**config.mk**
```make
export PLATFORM = sky130hd
export DESIGN_NAME = mul_issue
export DESIGN_NICKNAME = d
export VERILOG_FILES = /design/src/rtl/mul_issue.sv
export SDC_FILE = /design/constraint.sdc
export NUM_CORES = 1
export LEC_CHECK = 0
export ABC_AREA = 1
export ABC_CLOCK_PERIOD_IN_PS = 1300
export BUFFER_PORTS_ARGS = -buffer_cell sky130_fd_sc_hd__buf_2
export CORE_UTILIZATION = 36
export DETAILED_ROUTE_END_ITERATION = 10
export PLACE_DENSITY = 0.76
export SLEW_MARGIN = 20
export SYNTH_ARGS = -nofsm -noshare
export SYNTH_HDL_FRONTEND = slang
export SYNTH_SLANG_ARGS = --single-unit
```
**constraint.sdc**
```tcl
create_clock -name clk -period 1.3 [get_ports clk]
set_input_delay 0.13 -clock clk [delete_from_list [all_inputs] [get_ports clk]]
set_output_delay 0.13 -clock clk [all_outputs]
set_load 0.02 [all_outputs]
```
**src/rtl/mul_issue.sv**
```systemverilog
// Request/response front end for the iterative add-shift multiplier: accepts one op, drives en/done, returns a product half.
// Optional one-entry result cache enabled by defining MUL_ISSUE_CACHE_EN.
module mul_issue #(
  parameter int DATA_W = 32,
  parameter int TAG_W  = 4
) (
  input  logic                clk,
  input  logic                rst_n,
  input  logic                flush,
  input  logic                req_valid,
  output logic                req_ready,
  input  logic [1:0]          req_op,
  input  logic [DATA_W-1:0]   req_a,
  input  logic [DATA_W-1:0]   req_b,
  input  logic [TAG_W-1:0]    req_tag,
  output logic                resp_valid,
  input  logic                resp_ready,
  output logic [DATA_W-1:0]   resp_data,
  output logic [TAG_W-1:0]    resp_tag,
  output logic                resp_err,
  output logic                busy,
  output logic                mul_en,
  output logic                mul_sign,
  output logic [DATA_W-1:0]   mul_op_a,
  output logic [DATA_W-1:0]   mul_op_b,
  input  logic                mul_done,
  input  logic [2*DATA_W-1:0] mul_product
);

  typedef enum logic [1:0] {IDLE, RUN, RESP} state_t;

  state_t              state, state_nxt;
  logic [1:0]          op_q, op_nxt;
  logic                accept, legal, hit;
  logic [2*DATA_W-1:0] hit_prod;

  logic                req_ready_nxt, resp_valid_nxt, resp_err_nxt, busy_nxt;
  logic                mul_en_nxt, mul_sign_nxt;
  logic [DATA_W-1:0]   resp_data_nxt, mul_op_a_nxt, mul_op_b_nxt;
  logic [TAG_W-1:0]    resp_tag_nxt;

  function automatic logic [DATA_W-1:0] pick_half(input logic [1:0] op,
                                                  input logic [2*DATA_W-1:0] prod);
    return (op == 2'd0) ? prod[DATA_W-1:0] : prod[2*DATA_W-1:DATA_W];
  endfunction

  // flush in IDLE blocks acceptance for that cycle
  assign accept = (state == IDLE) && req_valid && !flush;
  assign legal  = (req_op != 2'd3);

`ifdef MUL_ISSUE_CACHE_EN
  logic                cache_valid;
  logic [DATA_W-1:0]   cache_a, cache_b;
  logic                cache_sign;
  logic [2*DATA_W-1:0] cache_prod;

  assign hit      = cache_valid && (cache_a == req_a) && (cache_b == req_b)
                    && (cache_sign == (req_op == 2'd1));
  assign hit_prod = cache_prod;

  always_ff @(posedge clk or negedge rst_n) begin
    if (!rst_n) begin
      cache_valid <= 1'b0;
      cache_a     <= '0;
      cache_b     <= '0;
      cache_sign  <= 1'b0;
      cache_prod  <= '0;
    end else if (flush) begin
      cache_valid <= 1'b0;
    end else if (state == RUN && mul_done) begin
      cache_valid <= 1'b1;
      cache_a     <= mul_op_a;
      cache_b     <= mul_op_b;
      cache_sign  <= mul_sign;
      cache_prod  <= mul_product;
    end
  end
`else
  assign hit      = 1'b0;
  assign hit_prod = '0;
`endif

  always_ff @(posedge clk or negedge rst_n) begin
    if (!rst_n) state <= IDLE;
    else        state <= state_nxt;
  end

  always_comb begin
    state_nxt = state;
    case (state)
      IDLE:    if (accept) state_nxt = (!legal || hit) ? RESP : RUN;
      RUN:     if (flush) state_nxt = IDLE;
               else if (mul_done) state_nxt = RESP;
      RESP:    if (flush || resp_ready) state_nxt = IDLE;
      default: state_nxt = IDLE;
    endcase
  end

  always_comb begin
    op_nxt         = op_q;
    resp_valid_nxt = resp_valid;
    resp_err_nxt   = resp_err;
    resp_data_nxt  = resp_data;
    resp_tag_nxt   = resp_tag;
    mul_en_nxt     = mul_en;
    mul_sign_nxt   = mul_sign;
    mul_op_a_nxt   = mul_op_a;
    mul_op_b_nxt   = mul_op_b;
    case (state)
      IDLE: begin
        if (accept) begin
          op_nxt       = req_op;
          resp_tag_nxt = req_tag;
          mul_op_a_nxt = req_a;
          mul_op_b_nxt = req_b;
          mul_sign_nxt = (req_op == 2'd1);
          if (!legal) begin
            resp_valid_nxt = 1'b1;
            resp_err_nxt   = 1'b1;
            resp_data_nxt  = '0;
          end else if (hit) begin
            resp_valid_nxt = 1'b1;
            resp_err_nxt   = 1'b0;
            resp_data_nxt  = pick_half(req_op, hit_prod);
          end else begin
            mul_en_nxt = 1'b1;
          end
        end
      end
      RUN: begin
        if (flush) begin
          mul_en_nxt = 1'b0;
        end else if (mul_done) begin
          mul_en_nxt     = 1'b0;
          resp_valid_nxt = 1'b1;
          resp_err_nxt   = 1'b0;
          resp_data_nxt  = pick_half(op_q, mul_product);
        end
      end
      RESP: begin
        if (flush || resp_ready) resp_valid_nxt = 1'b0;
      end
      default: begin
        mul_en_nxt     = 1'b0;
        resp_valid_nxt = 1'b0;
      end
    endcase
    req_ready_nxt = (state_nxt == IDLE);
    busy_nxt      = (state_nxt != IDLE);
  end

  always_ff @(posedge clk or negedge rst_n) begin
    if (!rst_n) begin
      op_q       <= 2'd0;
      req_ready  <= 1'b1;
      resp_valid <= 1'b0;
      resp_err   <= 1'b0;
      resp_data  <= '0;
      resp_tag   <= '0;
      busy       <= 1'b0;
      mul_en     <= 1'b0;
      mul_sign   <= 1'b0;
      mul_op_a   <= '0;
      mul_op_b   <= '0;
    end else begin
      op_q       <= op_nxt;
      req_ready  <= req_ready_nxt;
      resp_valid <= resp_valid_nxt;
      resp_err   <= resp_err_nxt;
      resp_data  <= resp_data_nxt;
      resp_tag   <= resp_tag_nxt;
      busy       <= busy_nxt;
      mul_en     <= mul_en_nxt;
      mul_sign   <= mul_sign_nxt;
      mul_op_a   <= mul_op_a_nxt;
      mul_op_b   <= mul_op_b_nxt;
    end
  end

endmodule

```
After elaboration in Yosys (flattened, before gate mapping)
Cells that the tools add are included.
Widths: inputs -> output; s select.
- RAM bits: 0
- memories kept: 0
- input port bits: 140
- register bits: 110
- memory bits (read-only): 0
- bits in latches: 0
- mux-type cells: 25
- eq/ne operators: 11
- $lt $le $gt $ge: 0
- reductions and logical operators: 13
- shifts and indexed selects: 0
- bitwise logic cells: 1
- div/mod/pow operators: 0
- $add $sub $neg: 0
- multipliers: 0
- operators with widths (operator ; count):
    $mux 32 ; 5
    $pmux 32 s2 ; 1
    $ne 2x2->1 const B ; 7
    $mux 1 ; 10
    $mux 2 ; 5
    $reduce_and 5->1 ; 2
    $logic_not 2->1 ; 3
    $pmux 1 s3 ; 2
    $pmux 2 s3 ; 1
    $eq 2x1->1 const B ; 2
    $reduce_and 4->1 ; 1
    $reduce_bool 2->1 ; 2
    $ne 3x3->1 const B ; 1
    $eq 2x2->1 const B ; 1
    $logic_and 1x1->1 ; 2
    $pmux 1 s2 ; 1
    $reduce_and 2->1 ; 1
    $logic_not 1->1 ; 1
    $logic_or 1x1->1 ; 1
    $not 1->1 ; 1

Longest topological paths before layout
Gate-level depths: netlist (run 1).
- depth in word-level cells: 6
- mapped depth: 8
- gate-level depth less buffers: 8

Worst setup path before layout (run 1)
OpenSTA, ideal clock, no wires.
- path kind: flip-flop to flip-flop
- from: register state[0]
- to: register resp_data[0]
- path buffers: 1
- period minus slack after synthesis: 1.274 ns
- data arrival time: 1.150 ns
- slack: 0.026 ns
- stages on the path, launching flop included: 8
- data required time: 1.176 ns
- cell sequence: dfrtp_1 nor2_2 nand2_2 nor2_2 nor2_4 buf_6 nand2_1 nand2_1
- cells in the longest elaborated chain, start to end: 5
- elaborated cells on any way between the ends: 11
- classes of those cells: eq/ne (5); mux (1); reduce/logical (5)
- ends and longest elaborated chain (element ; line ; text):
    start, declared ; 32 ; state_t state, state_nxt;
    start signal, assigned ; 85 ; else state <= state_nxt;
    $logic_not 2->1 ; 48, 109 ;
    $logic_and 1x1->1 (2 in series) ; 48 ; assign accept = (state == IDLE) && req_valid && !flush;
    $ne 2x2->1 (no source line) ; - ;
    $reduce_and 5->1 (no source line) ; - ;
    end signal, assigned ; 170 ; resp_data <= resp_data_nxt;
    end, declared ; 18 ; output logic [DATA_W-1:0] resp_data,
Several ways; a longest one is shown, not always the timed one.
A chain may end at the register's enable or synchronous reset.

Final worst setup path (run 1)
- from: register state[1]
- to: register resp_data[26]
Same word-level chain as after synthesis.

==> results.json, run 1 <==
{
  "status": "finished, violations left",
  "failed_checks": "hold timing, setup timing",
  "ys_ff_latch": 110,
  "mappedNetlistArea_um2": 4630,
  "grt_start_max_net_pins": 65,
  "numCtsBuffers": 9,
  "ys_top_cells_by_area": "dfrtp_1 59%, nand2_1 26%, o211ai_1 5.2%, inv_1 3.2%, buf_2 0.97%",
  "detailed_route_iter0_violations": 326,
  "clock_sink_count": 110,
  "fmax_mhz": 759,
  "hpwl_um": 8570,
  "rows": 41,
  "most_repeated_cell_in_the_gate_level_netlist_after_synthesis": "nand2_1",
  "antenna_cells_inserted": 0,
  "finalWorstSetupSlack_ns": -0.0177,
  "grt_antenna_before_repair": 0,
  "h-tree-depth": 3,
  "grt_overflow_total": 0,
  "postSynthAreaPerCell_um2": 8.36,
  "setup_viol": 4,
  "floorplan.core_area_um2": 12600,
  "clock-skew-final_ns": 0.0119,
  "timing_hold_violations_final": 1,
  "flow.area_growth_from_synthesis_pct": 58.5,
  "cp_max_fo": 8,
  "place_ws_ns": -0.0295,
  "criticalPathCategory": "reg2reg",
  "pin_count": 246,
  "gp_congestion": 0.774,
  "clock_insertion_delay_worst_skew_ns": 0.34,
  "timing.final.crit_period_ns": 1.32,
  "yosys_warnings": 0,
  "max_cap_violations": 0,
  "die-width_um": 115,
  "power_per_cell_area_nw_per_um2": 1500,
  "maxSlewViolCount": 0,
  "avgRoutedWirePerCell_um": 13.9,
  "worstPathArrival_ns": 1.60,
  "cts_root_buf": "clkbuf_16",
  "final_util_pct": 58.4,
  "max-vdd-ir-drop_uv": 645,
  "drt_pre_antenna_iters": 4,
  "wire_length_of_the_first_global_routing_pass_um": 20600,
  "fin_hold_ws_ns": -0.00556,
  "synth.cells.most_frequent": "326 x nand2_1, 109 x dfrtp_1, 40 x inv_1",
  "synth_top_cell_area_share_pct": 58.9,
  "post_route_cells_drive_above_1_share_pct": 34.1,
  "synth-edff-count": 0,
  "final_net_count": 1017,
  "grt.total_usage_pct": 20.1,
  "timing.hold.worst.class": "in2reg",
  "synth_seq_area_share_pct": 59.4,
  "detailed_place.area_um2": 6130,
  "synth_cell_type_count": 19,
  "p_leak_uw": 0.00428,
  "area_of_the_die_um2": 13300,
  "yosysTopAreaCell": "dfrtp_1",
  "dieHeight_um": 115,
  "total_nets_after_synthesis": 694,
  "first_global_vias": 4342,
  "drc": 0,
  "cp.required_ns": 1.58,
  "floorplan.initialDensity_pct": 36.9,
  "rsz_0062_raised_after_global_routing": "true",
  "final_design_area_no_fill_um2": 7340,
  "synthCells": 554,
  "final_antenna_net_count": 0,
  "ff_latch_area_um2": 2760,
  "power_uw": 11000,
  "final_wirelength_um": 14600,
  "clkTransAtPathRegs_ns": 0.07,
  "postSynth.topFlopCell": "dfrtp_1",
  "endpoint_kind": "register",
  "setup.worst_path.start_class": "register",
  "clockBufferDepth": 2,
  "async_flop_share_pct": 100,
  "worstMarginPinSlew_ns": 0.314,
  "num-fill-cells": 1076,
  "cts_tree": "yes",
  "num_vias": 4792,
  "worst_slew_margin_rel_pct": 79.1,
  "multiInputGateArea_um2": 1620,
  "buffer_ports.inserted": 245,
  "layout_worst_path_cycle_share_pct": 101,
  "route.detailed.vias_per_inst": 4.55
}
## cells by family (layout without fill, tap and decap cells)
kind of cell | count (synthesis) | in the layout | synth area share (%)
AND/OR/NAND/NOR | 341 | 341 | 28.5
flip-flops | 110 | 110 | 59.4
buffers and inverters | 67 | 395 | 6.48
AO/OA/AOI/OAI | 36 | 36 | 5.62
## power by group
part | internal, uW | total (uW) | switching (uW) | leakage [uW]
sequential | 4200 | 4620 | 425 | 0.00139
clock | 1520 | 2760 | 1240 | 0.000145
combinational | 1360 | 3660 | 2300 | 0.00275
total | 7070 | 11000 | 3970 | 0.00428
## registers in the layout, indices dropped and copies added (netlist names)
name	flops
resp_tag	4
mul_sign	1
resp_err	1
mul_op_a	32
mul_en	1
op_q	2
state	2
resp_valid	1
busy	1
req_ready	1
mul_op_b	32
resp_data	32
## per-stage QoR
| step | instances | TNS (ns) |
|---|---|---|
| floorplan | 554 | 0 |
| global placement | 959 | 0 |
| detailed placement | 959 | -0.319 |
| CTS | 1045 | -0.0247 |
| global route | 1054 | -2.66 |
| finish | 1054 | -0.0278 |
## path summary, 6_finish.rpt
path / startpoint / to / slack (ns) / cells after the start
min reg2reg: resp_err$_DFFE_PN0P_ / resp_err$_DFFE_PN0P_ / 0.47 / 2
max in group asynchronous: rst_n / req_ready$_DFF_PN1_ / 0.67 / 3
max reg2reg: state[1]$_DFF_PN0_ / resp_data[26]$_DFFE_PN0P_ / -0.02 / 7
max: state[1]$_DFF_PN0_ / resp_data[26]$_DFFE_PN0P_ / -0.02 / 7
min: req_b[10] / mul_op_b[10]$_DFFE_PN0P_ / -0.006 / 3
min in group asynchronous: rst_n / mul_op_a[30]$_DFFE_PN0P_ / 0.34 / 3
## placed cells by master (no fill, tap or decap)
cell	n
bufinv_16	1
buf_4	8
nand3_1	2
o21ai_0	2
clkbuf_1	2
buf_2	244
nor3_4	1
dfrtp_1	108
o21ai_1	1
buf_16	1
dfrtp_2	1
dfstp_2	1
clkbuf_16	14
nor2_1	5
nand2_4	2
inv_6	2
nand3b_1	1
buf_12	6
nor2_4	4
inv_1	39
clkinv_4	2
buf_6	6
o211ai_1	32
inv_2	2
dlygate4sd3_1	68
nand2_1	320
nor2_2	1
nand2_2	5
a21oi_1	1
## cell type report
cell class              instances  area share [%]
inverters                      41            2.10
multi-input cells             377            22.0
well taps                     172            2.93
clock buffers                  11            3.17
repair buffers                338            31.4
clock inverters                 5           0.886
flip-flops and latches        110            37.5
## critical path: stages (launching register included)
cell and delay (ns):
dfrtp_1 0.41, inv_2 0.11, nand2_4 0.06, nor3_4 0.18
buf_6 0.17, clkbuf_16 0.16, o211ai_1 0.09, nand2_1 0.08
## per-layer routing
layer  wire length [um]  up-vias  GRT usage (%)  part of all wire (%)
li1                   -     2343              -                     -
met1               5880     2171           23.4                    40
met2               7130      247           35.6                    49
met3               1240       31           5.23                   8.5
met4                376        0           7.62                   2.6
met5                  0        -              0                     0
## timing repair
action,4_1_cts,5_1_grt
gates cloned,1,6
hold endpoints to repair,175,1
setup buffers,2,3
resized for setup,4,15
hold buffers,67,1
pin swaps,2,7
setup endpoints to repair,32,105
(Power assumes the default switching activity.)
==> inputs of run 2 (changes only) <==
--- a/config.mk
+++ b/config.mk
@@ -10,6 +10,7 @@
 export BUFFER_PORTS_ARGS = -buffer_cell sky130_fd_sc_hd__buf_2
 export CORE_UTILIZATION = 36
 export DETAILED_ROUTE_END_ITERATION = 10
+export GPL_TIMING_DRIVEN = 0
 export PLACE_DENSITY = 0.76
 export SLEW_MARGIN = 20
 export SYNTH_ARGS = -nofsm -noshare
==> run 2 against run 1 <==
Compared with the run above:
- cell count rose by 1.9%
- register-to-register slack lost 0.02 ns
- sequential share of layout area barely moved
- sequential cell count unchanged
- worst setup slack lost 0.023 ns
- the run ends with setup timing left
- first-iteration DRC count is 29% lower
- core utilization about the same
- critical path depth unchanged
- clock skew down 0.0057 ns
- via count grew 0.54%
==> results.json, run 2 (synthesis gave the netlist of run 1 again) <==
{
  "failed_checks": "setup timing",
  "first_global_vias": 4535,
  "num-fill-cells": 1076,
  "final_design_area_no_fill_um2": 7340,
  "clock-skew-final_ns": 0.00618,
  "detailed_route_iter0_violations": 230,
  "pin_count": 246,
  "buffer_ports.inserted": 245,
  "final_util_pct": 58.4,
  "power_uw": 11000,
  "status": "finished, violations left",
  "drc": 0,
  "leading_cell_type_in_the_layout_fill_and_taps_excluded": "nand2_1",
  "wire_length_of_the_first_global_routing_pass_um": 21000,
  "timing.hold.worst.class": "in2reg",
  "final_net_count": 1036,
  "p_sw_share_pct": 36.0,
  "max_cap_violations": 0,
  "grt_overflow_total": 0,
  "grt.total_usage_pct": 20.5,
  "timing_hold_violations_final": 0,
  "clock_insertion_delay_worst_skew_ns": 0.35,
  "area_of_the_die_um2": 13300,
  "fmax_mhz": 746,
  "num_vias": 4818,
  "ff_latch_area_um2": 2760,
  "power.combinational.fraction_pct": 33.2,
  "cts_tree": "yes",
  "clkTransAtPathRegs_ns": 0.07,
  "p_leak_uw": 0.00431,
  "floorplan.initialDensity_pct": 36.9,
  "final_cell_mix": "324 x nand2_1, 249 x buf_2, 108 x dfrtp_1, 69 x dlygate4sd3_1, 40 x inv_1",
  "cts_root_buf": "clkbuf_16",
  "worst_slew_margin_rel_pct": 74.6,
  "maxSlewViolCount": 0,
  "route.detailed.vias_per_inst": 4.49,
  "final_wirelength_um": 14000,
  "rows": 41,
  "clock_sink_count": 110,
  "clockBufferDepth": 2,
  "power_per_cell_area_nw_per_um2": 1500,
  "cp.required_ns": 1.53,
  "h-tree-depth": 3,
  "timing.final.crit_period_ns": 1.34,
  "cp_max_fo": 10,
  "layout_worst_path_cycle_share_pct": 103,
  "largest_registers_in_the_final_layout": "mul_op_a (32), mul_op_b (32), resp_data (32)",
  "multiInputGateArea_um2": 1620,
  "setup.worst_path.start_class": "register",
  "worstPathArrival_ns": 1.57,
  "gp_congestion": 0.762,
  "endpoint_kind": "register",
  "avgRoutedWirePerCell_um": 13.0,
  "grt_start_max_net_pins": 73,
  "net_switching_power_uw": 3970,
  "floorplan.core_area_um2": 12600,
  "max-vdd-ir-drop_uv": 669,
  "final_antenna_net_count": 0,
  "worstMarginPinSlew_ns": 0.380,
  "drt_pre_antenna_iters": 4,
  "power_report.internal_total_uw": 7060,
  "post_route_cells_drive_above_1_share_pct": 35.2,
  "numCtsBuffers": 9,
  "die-width_um": 115,
  "criticalPathCategory": "reg2reg",
  "final_cells": 1074,
  "power.sequential.fraction_pct": 41.9,
  "hpwl_um": 9180,
  "finalWorstSetupSlack_ns": -0.0407,
  "flow.area_growth_from_synthesis_pct": 58.4,
  "grt_antenna_before_repair": 1,
  "rsz_0062_raised_after_global_routing": "true",
  "clockPowerShare_pct": 25.0,
  "numPlacedInstances": 972,
  "setup_viol": 34,
  "detailed_place.area_um2": 6110,
  "dieHeight_um": 115
}
-- run 2: changes by cell type in the layout (fill, tap and decap cells not counted), sizes merged --
| cell | delta |
|---|---|
| buf | +18 |
| dlygate4sd3 | +1 |
| diode | +1 |
| clkbuf | -3 |
| clkinvlp | +2 |
| nand2 | +1 |
-- run 2: layer usage --
metal  track usage [%]  routed length (um)
met1              22.5                5750
met2              37.0                6760
met5                 0                   0
met3              4.97                1140
met4              10.2                 337
-- run 2: per-stage QoR --
step,hold WS (ns),worst slack [ns],TNS [ns]
after floorplan,-0.166,0.0257,0
after CTS,0.00469,-0.0857,-2.49
after global routing,0.00778,-0.130,-4.00
after detailed placement,0.0520,-0.251,-16.72
final,0.0155,-0.0407,-1.02
after global placement,0.324,-1.18,-143.06
-- run 2: power by group through the flow --
stage                     Clock [uW]  Sequential [uW]  Combinational, uW
after floorplan                    0             5610                997
after global routing            2970             4710               4010
after CTS                       2860             4600               3570
after global placement             0             4630               3310
after detailed placement           0             4640               3370
final                           2750             4620               3660
-- run 2: worst max-delay path, cell delays in order (launching register included) --
cell	delay, ns
dfrtp_2	0.46
nor2_4	0.17
nand2_4	0.10
nor2_4	0.16
nor2_4	0.08
buf_6	0.14
nand2_1	0.06
nand2_1	0.05
-- run 2: path summary, 6_finish.rpt --
| path | from | depth (start not counted) | slack (ns) | to |
|---|---|---|---|---|
| worst max register to register | state[0]$_DFF_PN0_ | 7 | -0.04 | resp_data[18]$_DFFE_PN0P_ |
| worst min-delay path | req_b[23] | 3 | 0.02 | mul_op_b[23]$_DFFE_PN0P_ |
| worst min register to register | resp_valid$_DFFE_PN0P_ | 2 | 0.47 | resp_valid$_DFFE_PN0P_ |
| max in group asynchronous | rst_n | 3 | 0.34 | req_ready$_DFF_PN1_ |
| min in group asynchronous | rst_n | 2 | 0.26 | mul_op_b[22]$_DFFE_PN0P_ |
| worst max-delay path | state[0]$_DFF_PN0_ | 7 | -0.04 | resp_data[18]$_DFFE_PN0P_ |
-- run 2: what timing repair did --
| action | CTS | global route |
|---|---|---|
| setup endpoints to repair | 108 | 103 |
| hold buffers | 69 | 0 |
| gates resized for setup | 16 | 47 |
| gates cloned | 0 | 3 |
| pin swaps | 2 | 3 |
| buffers inserted | 8 | 5 |
| hold endpoints to repair | 107 | 0 |
-- run 2: final cells by class --
| cell class | instances | share of cell area, % |
|---|---|---|
| Sequential cell | 110 | 37.5 |
| Buffer | 26 | 2.93 |
| Antenna cell | 1 | 0.0341 |
| Tap cell | 172 | 2.93 |
| Timing Repair Buffer | 330 | 28.3 |
| Inverter | 41 | 2.10 |
| Multi-Input combinational cell | 378 | 22.1 |
| Clock buffer | 9 | 3.07 |
| Clock inverter | 7 | 0.989 |
==> inputs of run 3 (changes only) <==
--- a/config.mk
+++ b/config.mk
@@ -5,13 +5,12 @@
 export SDC_FILE = /design/constraint.sdc
 export NUM_CORES = 1
 export LEC_CHECK = 0
-export ABC_AREA = 1
 export ABC_CLOCK_PERIOD_IN_PS = 1300
 export BUFFER_PORTS_ARGS = -buffer_cell sky130_fd_sc_hd__buf_2
-export CORE_UTILIZATION = 36
+export CORE_UTILIZATION = 40
 export DETAILED_ROUTE_END_ITERATION = 10
 export GPL_TIMING_DRIVEN = 0
-export PLACE_DENSITY = 0.76
+export PLACE_DENSITY = 0.83
 export SLEW_MARGIN = 20
 export SYNTH_ARGS = -nofsm -noshare
 export SYNTH_HDL_FRONTEND = slang
==> run 3 against run 2 <==
Compared with the run above:
- the flow still finishes with violations (setup timing)
- combinational power rose by 11%
- fmax fell by 18%
- clock skew rose by 0.0069 ns
- routed wire length fell by 0.37%
- critical path type unchanged
- largest power group unchanged
==> results.json, run 3 <==
{
  "status": "finished, violations left",
  "failed_checks": "setup timing",
  "fmax_mhz": 611,
  "ys_top_cells_by_area": "dfrtp_1 61%, mux2_1 17%, mux2i_1 7.1%, o22ai_1 4.4%, nand2_1 2.7%",
  "critical_path.top_delay_family": "flip-flops",
  "route.detailed.vias_per_inst": 4.98,
  "floorplan.core_area_um2": 10900,
  "max_cap_violations": 0,
  "die-width_um": 108,
  "grt_antenna_before_repair": 0,
  "main_combinational_cell_family_by_area_after_synthesis": "multiplexers",
  "crit_chain": "nor4b_4, buf_4, buf_8, mux2_1",
  "h-tree-depth": 3,
  "power_per_cell_area_nw_per_um2": 1450,
  "longest_individual_stage_delay_on_the_worst_path_ns": 0.45,
  "final_antenna_net_count": 0,
  "gp_congestion": 0.746,
  "numCtsBuffers": 9,
  "synth_top_cell_area_share_pct": 60.5,
  "wire_length_of_the_first_global_routing_pass_um": 19800,
  "clockPowerShare_pct": 19.3,
  "timing.hold.worst.class": "in2reg",
  "synth_cell_type_count": 30,
  "setup_viol": 107,
  "synth.cells.most_frequent": "109 x dfrtp_1, 67 x mux2_1, 33 x nand2_1",
  "worstMarginPinSlew_ns": 0.509,
  "critical_path.n_buffers_inverters": 2,
  "first_global_vias": 4202,
  "timing.final.crit_period_ns": 1.64,
  "rsz_0062_raised_after_global_routing": "true",
  "clock_insertion_delay_worst_skew_ns": 0.36,
  "drc": 0,
  "clock_sink_count": 110,
  "grt_overflow_total": 0,
  "p_leak_uw": 0.00371,
  "finalWorstSetupSlack_ns": -0.336,
  "postSynth.topFlopCell": "dfrtp_1",
  "clock-skew-final_ns": 0.0131,
  "criticalPathCategory": "reg2reg",
  "maxSlewViolCount": 0,
  "endpoint_kind": "register",
  "yosys_warnings": 0,
  "dieHeight_um": 108,
  "synthXorXnorAreaFrac_pct": 0,
  "synth.mux.area_fraction_pct": 24.6,
  "ys_ff_latch": 110,
  "rows": 38,
  "final_net_count": 803,
  "drt_pre_antenna_iters": 4,
  "buffer_ports.inserted": 245,
  "synth_seq_area_share_pct": 61.1,
  "flow.area_growth_from_synthesis_pct": 64.2,
  "floorplan.initialDensity_pct": 41.4,
  "post_route_cells_drive_above_1_share_pct": 57.0,
  "cp.required_ns": 1.54,
  "cp_max_fo": 10,
  "power.combinational.fraction_pct": 37.7,
  "clockBufferDepth": 2,
  "fraction_of_the_mapped_netlist_area_in_compound_gates_pct": 6.22,
  "total_nets_after_synthesis": 465,
  "detailed_route_iter0_violations": 101,
  "clkTransAtPathRegs_ns": 0.11,
  "numPlacedInstances": 711,
  "yosysTopAreaCell": "dfrtp_1",
  "layout_worst_path_cycle_share_pct": 126,
  "max-vdd-ir-drop_uv": 733,
  "cp_slowest_cell": "dfrtp_2",
  "timing_hold_violations_final": 0,
  "synthCells": 325,
  "num_vias": 4017,
  "setup.worst_path.start_class": "register",
  "synth-edff-count": 0,
  "worst_slew_margin_rel_pct": 66.1,
  "p_sw_share_pct": 35.0,
  "final_cell_mix": "246 x buf_2, 107 x dfrtp_1, 67 x dlygate4sd3_1, 43 x mux2_4, 33 x nand2_1",
  "largest_registers_in_the_final_layout": "mul_op_a (32), mul_op_b (32), resp_data (32)",
  "hpwl_um": 8660,
  "cts_tree": "yes",
  "grt_start_max_net_pins": 59,
  "cts_root_buf": "clkbuf_8",
  "power.sequential.fraction_pct": 43.0,
  "most_repeated_cell_in_the_gate_level_netlist_after_synthesis": "dfrtp_1",
  "final.setup.tns_ns": -27.93,
  "pin_count": 246,
  "net_switching_power_uw": 3770,
  "leading_cell_type_in_the_layout_fill_and_taps_excluded": "buf_2",
  "postSynthAreaPerCell_um2": 13.9,
  "async_flop_share_pct": 100,
  "area_of_the_die_um2": 11700,
  "antenna_cells_inserted": 0,
  "grt.total_usage_pct": 22.5,
  "avgRoutedWirePerCell_um": 17.3,
  "power_report.internal_total_uw": 7000,
  "post_synthesis_share_of_cell_area_spent_on_and_or_nand_and_nor_gates_pct": 4.58,
  "worstPathArrival_ns": 1.87,
  "final_cells": 807,
  "mappedNetlistArea_um2": 4510,
  "synth-adder-area-share_pct": 0,
  "final_wirelength_um": 13900
}
## run 3: final cells by class
type | count | area [um2]
tap | 140 | 175
clock inverter | 5 | 58.8
sequential | 110 | 2760
inverter | 3 | 11.3
multi-input combinational | 190 | 1970
timing repair buffer | 327 | 2060
fill | 745 | 3480
clock buffer | 10 | 138
buffer | 22 | 240
## run 3: kinds of logic after synthesis
family | Yosys count
buf+inv | 25
compound gates | 44
flops | 110
mux | 102
simple gates | 44
## run 3: layer usage
metal,up-vias,global-route usage (%),wire [um]
met3,35,4.76,820
met2,171,42.4,7590
met4,0,8.41,350
met5,-,0,0
li1,1838,-,-
met1,1973,24.4,5170
## run 3: power by group through the flow
| stage | combinational, uW | clock, uW | sequential [uW] |
|---|---|---|---|
| 2_1_floorplan | 1040 | 0 | 5580 |
| 3_5_place_dp | 3360 | 0 | 4630 |
| 6_report | 4060 | 2080 | 4630 |
| 5_1_grt | 4320 | 2260 | 4700 |
| 4_1_cts | 3770 | 2130 | 4580 |
| 3_3_place_gp | 3260 | 0 | 4590 |
## run 3: path summary, 6_finish.rpt
kind	cells past startpoint	to	slack [ns]	start
worst max-delay path	4	mul_op_b[8]$_DFFE_PN0P_	-0.34	state[0]$_DFF_PN0_
worst max register to register	4	mul_op_b[8]$_DFFE_PN0P_	-0.34	state[0]$_DFF_PN0_
worst min register to register	1	mul_op_a[2]$_DFFE_PN0P_	0.49	mul_op_a[2]$_DFFE_PN0P_
min in group asynchronous	2	mul_en$_DFFE_PN0P_	0.32	rst_n
max in group asynchronous	3	req_ready$_DFF_PN1_	0.31	rst_n
worst min-delay path	2	mul_op_b[22]$_DFFE_PN0P_	0.03	req_b[22]
## run 3: worst reg2reg max path: stages, from the launching register on
cell and delay, ns:
dfrtp_2 0.45, nor4b_4 0.36, buf_4 0.22, buf_8 0.15, mux2_1 0.35
## run 3: through the flow
stage               area, um2  hold WS, ns  setup slack, ns  total power [uW]  util [%]
global placement         5950        0.347            -1.04              7850      54.6
finish                   7400       0.0258           -0.336             10800      68.0
floorplan                4550       -0.166           -0.202              6620         -
global route             7400      0.00708           -0.424             11300      68.0
CTS                      7190      0.00396           -0.334             10500      66.0
detailed placement       5980        0.123           -0.406              7990      55.0
## run 3: repair_timing
action	CTS	global route
setup buffers	6	4
gates resized for setup	63	46
endpoints found under the setup margin	106	108
hold endpoints to repair	116	2
pin swaps	1	2
hold buffers	65	2
cloned	4	0
